==> src/rtl/stoch_to_bin.sv <==
// Stochastic-to-binary converter: counts the ones in a window of 2^WIDTH-1
// valid bitstream samples and presents the count with a valid/ready handshake.
module stoch_to_bin #(
    parameter int WIDTH = 8
) (
    input  logic             clk,
    input  logic             reset,
    input  logic             start,
    input  logic             abort,
    input  logic             sbit,
    input  logic             sbit_valid,
    output logic [WIDTH-1:0] result,
    output logic             result_valid,
    input  logic             result_ready,
    output logic             busy
);

    typedef enum logic [1:0] {
        S_IDLE  = 2'd0,
        S_ACCUM = 2'd1,
        S_DONE  = 2'd2
    } state_t;

    // Sample index of the final sample in a window (WINDOW - 1).
    localparam logic [WIDTH-1:0] LAST_SAMPLE = {{(WIDTH-1){1'b1}}, 1'b0};
    localparam logic [WIDTH-1:0] ONE         = {{(WIDTH-1){1'b0}}, 1'b1};

    state_t           state_q,  state_d;
    logic [WIDTH-1:0] ones_q,   ones_d;
    logic [WIDTH-1:0] cnt_q,    cnt_d;
    logic [WIDTH-1:0] result_q, result_d;
    logic             valid_q,  valid_d;
    logic             busy_q,   busy_d;
    logic [WIDTH-1:0] sbit_ext_s;

    assign sbit_ext_s = {{(WIDTH-1){1'b0}}, sbit};

    // Next-state and next-output logic for the conversion FSM.
    always_comb begin
        state_d  = state_q;
        ones_d   = ones_q;
        cnt_d    = cnt_q;
        result_d = result_q;
        valid_d  = valid_q;
        busy_d   = busy_q;
        case (state_q)
            S_IDLE: begin
                if (start) begin
                    state_d = S_ACCUM;
                    ones_d  = '0;
                    cnt_d   = '0;
                    busy_d  = 1'b1;
                end else begin
                    state_d = S_IDLE;
                end
            end
            S_ACCUM: begin
                // abort outranks both a valid sample and window completion
                if (abort) begin
                    state_d = S_IDLE;
                    ones_d  = '0;
                    cnt_d   = '0;
                    valid_d = 1'b0;
                    busy_d  = 1'b0;
                end else if (sbit_valid) begin
                    cnt_d  = cnt_q + ONE;
                    ones_d = ones_q + sbit_ext_s;
                    if (cnt_q == LAST_SAMPLE) begin
                        state_d  = S_DONE;
                        result_d = ones_q + sbit_ext_s;
                        valid_d  = 1'b1;
                        busy_d   = 1'b0;
                    end else begin
                        state_d = S_ACCUM;
                    end
                end else begin
                    state_d = S_ACCUM;
                end
            end
            S_DONE: begin
                if (result_ready) begin
                    valid_d = 1'b0;
                    if (start) begin
                        state_d = S_ACCUM;
                        ones_d  = '0;
                        cnt_d   = '0;
                        busy_d  = 1'b1;
                    end else begin
                        state_d = S_IDLE;
                    end
                end else begin
                    state_d = S_DONE;
                end
            end
            default: begin
                state_d = S_IDLE;
                valid_d = 1'b0;
                busy_d  = 1'b0;
            end
        endcase
    end

    // State and output registers with asynchronous clear.
    always_ff @(posedge clk or negedge reset) begin
        if (!reset) begin
            state_q  <= S_IDLE;
            ones_q   <= '0;
            cnt_q    <= '0;
            result_q <= '0;
            valid_q  <= 1'b0;
            busy_q   <= 1'b0;
        end else begin
            state_q  <= state_d;
            ones_q   <= ones_d;
            cnt_q    <= cnt_d;
            result_q <= result_d;
            valid_q  <= valid_d;
            busy_q   <= busy_d;
        end
    end

    assign result       = result_q;
    assign result_valid = valid_q;
    assign busy         = busy_q;

endmodule
==> config.mk <==
export PLATFORM = sky130hd
export DESIGN_NAME = stoch_to_bin
export DESIGN_NICKNAME = d
export VERILOG_FILES = /design/src/rtl/stoch_to_bin.sv
export SDC_FILE = /design/constraint.sdc
export NUM_CORES = 1
export LEC_CHECK = 0
export ABC_AREA = 1
export BUFFER_PORTS_ARGS = -buffer_cell sky130_fd_sc_hd__buf_2
export CELL_PAD_IN_SITES_DETAIL_PLACEMENT = 1
export CELL_PAD_IN_SITES_GLOBAL_PLACEMENT = 1
export CORE_ASPECT_RATIO = 1.5
export CORE_MARGIN = 2
export CORE_UTILIZATION = 45
export CTS_CLUSTER_SIZE = 10
export DETAILED_ROUTE_END_ITERATION = 8
export PLACE_DENSITY_LB_ADDON = 0.1
export RECOVER_POWER = 100
export SKIP_LAST_GASP = 1
export SYNTH_ARGS = -nofsm -noshare
export SYNTH_HDL_FRONTEND = slang
export SYNTH_SLANG_ARGS = --single-unit
==> constraint.sdc <==
create_clock -name clk -period 3.7 [get_ports clk]
set_input_delay 0.925 -clock clk [delete_from_list [all_inputs] [get_ports clk]]
set_output_delay 0.925 -clock clk [all_outputs]
set_load 0.02 [all_outputs]
==> flow_summary.json <==
{
  "hp-start": "result_valid",
  "met2_usage_pct": 40.1,
  "hpwl_mm": 2.61,
  "grt_use_met3_pct": 1.81,
  "globalplace.congestion": 0.804,
  "rr_endpoint": "result[6]",
  "hold_violations": 0,
  "final_cells": 242,
  "ys.warnings.count": 0,
  "clk_pin_slew_worst_paths_ps": 90,
  "endpoint_kind": "register",
  "cts_buffers": 3,
  "io_pins": 17,
  "synth.distinct_cells": 20,
  "path_class": "input port to register",
  "die_w_um": 50.7,
  "routed-via-count": 1241,
  "holdPathStages": 2,
  "synthCells": 185,
  "setup_ws_ps": 1780,
  "ys_seq_area_share_pct": 47.6,
  "max_cap_viol_count": 1,
  "grt_pass1_wl_mm": 6.04,
  "pre_cts_ws_ps": 1610,
  "fin_crit_ps": 1920,
  "avgSynthCellArea_um2": 7.95,
  "nets": 215,
  "synth_nets": 196,
  "drt_iter0_markers": 30,
  "outcome": "complete, but fails checks",
  "synth_area_um2": 1470,
  "ant_nets": 0,
  "die_area_um2": 3750,
  "start_util_pct": 47.0,
  "rows": 25,
  "clock_path_buffers": 2,
  "core_um2": 3130,
  "tightestPinTransition_ps": 1540,
  "antenna_found_initial": 0,
  "hp-class": "register to register",
  "grt_overflow": 0,
  "fin_skew_ps": 3.96,
  "clkSinkCount": 28,
  "p_leak_nw": 0.777,
  "n_fill_cell": 419,
  "syn_to_final_growth_pct": 6.97,
  "yosysTopAreaCell": "dfrtp_1",
  "synth_edf_count": 0,
  "grt_use_total_pct": 21.1,
  "first_pass_iters": 3,
  "period_share_pct": 51.9,
  "synth.most_common_cell": "nand2_1",
  "grt_start_max_net_pins": 29,
  "power_density_nw_per_um2": 353,
  "ff2ff_setup_slack_ps": 1890,
  "postCtsSetupRepairBufs": 0,
  "place_inst": 239,
  "drv_slew": 29,
  "synthTopCellsByArea": "dfrtp_1, nand2_1, inv_1, o21ai_0, nor2_1",
  "cts_max_level": 1,
  "synth_top_area_share_pct": 47.6,
  "ys_async_sr_fraction_pct": 100,
  "ys.flop_type": "dfrtp_1",
  "cts-resized-gates": 0,
  "peakVddDrop_mv": 0.188,
  "wirelength_mm": 3.43,
  "cp-start-kind": "input port",
  "total_power_mw": 0.556,
  "clock.fmax_mhz": 521,
  "routedWlPerCell_um": 14.2,
  "grt_pass1_vias": 1336,
  "viasPerCell": 5.13,
  "drive_above_1_share_pct": 5.45,
  "die_y_um": 74.0,
  "holdWs_ps": 483,
  "worstRegToRegCells": 9,
  "top_usage_layer": "met2",
  "yosys-top-cells-count": "nand2_1, dfrtp_1, inv_1",
  "setup_tns_ps": 0,
  "slew_headroom_pct": -2.45,
  "failed_checks": "max-capacitance violations, max-slew violations",
  "whs_endpoint": "result_valid",
  "cts_tree": "done",
  "finalSetupViolations": 0,
  "grt_use_met1_pct": 24.6,
  "numPortBuffers": 16,
  "drc_errors": 0,
  "antenna_cells": 0,
  "clkLatencyLatePin_ps": 270,
  "critPathRequiredTime_ps": 3840,
  "r2r-start": "cnt_q[0]",
  "critPathMaxFanout": 16,
  "rsz0062_at_grt": "no",
  "clock-root-buffer": "clkbuf_8",
  "cp.arrival_ps": 2060,
  "synth_seq_cells": 28,
  "postCtsHoldBufs": 0
}
## worst max-delay path, stage by stage
cell,delay [ps]
clkbuf_1,160
nor2_4,160
inv_2,50
nor2_1,240
inv_1,310
nand2_1,130
o21ai_0,90
## per-stage QoR
stage	cell area [um2]	util [%]
6_report	1570	50.3
5_1_grt	1570	50.3
4_1_cts	1620	51.8
3_5_place_dp	1580	50.5
3_3_place_gp	1580	50.5
2_1_floorplan	1470	-
## cell usage in the layout (no fill, tap or decap)
master and n:
o21ai_0 20, xor2_1 3, a21oi_1 1, o22ai_1 1, o21ai_1 1, o21ai_2 1, clkbuf_1 13, nand2_1 61
inv_1 23, nand3_1 10, nor2_1 18, a22oi_1 1, nand2_2 1, nand4_1 5, ha_1 4, clkbuf_8 3
nor2_2 1, dfrtp_1 28, nor2_4 1, xnor2_1 2, inv_2 1, buf_2 3
## cell type report
class / instances / area [um2] / share of cell area (%)
clock buffer: 3 / 41.3 / 2.62
sequential: 28 / 701 / 44.5
inverter: 24 / 90.1 / 5.72
timing repair buffer: 16 / 63.8 / 4.05
tap: 40 / 50.0 / 3.18
multi-input combinational: 131 / 628 / 39.9
## power by group
part           switching [mW]  internal (mW)  total [mW]
clock network          0.0920         0.0730       0.165
logic                  0.0517         0.0171      0.0688
registers             0.00864          0.314       0.322
total                   0.152          0.404       0.556
## kinds of logic after synthesis
family	share of synthesized area (%)
AOI/OAI and AO/OA	10.4
DFF	47.6
buffers and inverters	7.65
xor gates and xnor gates	2.98
and+or+nand+nor	28.0
adders and majority gates	3.40
## routing by layer
metal | part of all wire (%) | vias up | wire, um
li1 | - | 614 | -
met1 | 41 | 608 | 1390
met2 | 55 | 15 | 1900
met3 | 2.5 | 4 | 85
met4 | 1.5 | 0 | 50
met5 | 0 | - | 0
## registers in the layout (all words and copies together) (netlist names)
register      count
state_q           2
result            8
busy              1
result_valid      1
ones_q            8
cnt_q             8
## how the worst max path moves through the flow
stage,startpoint,to,slack [ps],depth (start not counted)
floorplan,sbit,result[6],1850,6
global placement,sbit,result[6],1680,7
detailed placement,sbit,result[6],1610,7
CTS,sbit,result[6],1900,7
global route,reset,cnt_q[1],1540,1
finish,abort,result[6],1780,7
Note: power is estimated with default switching activity, not from simulation.
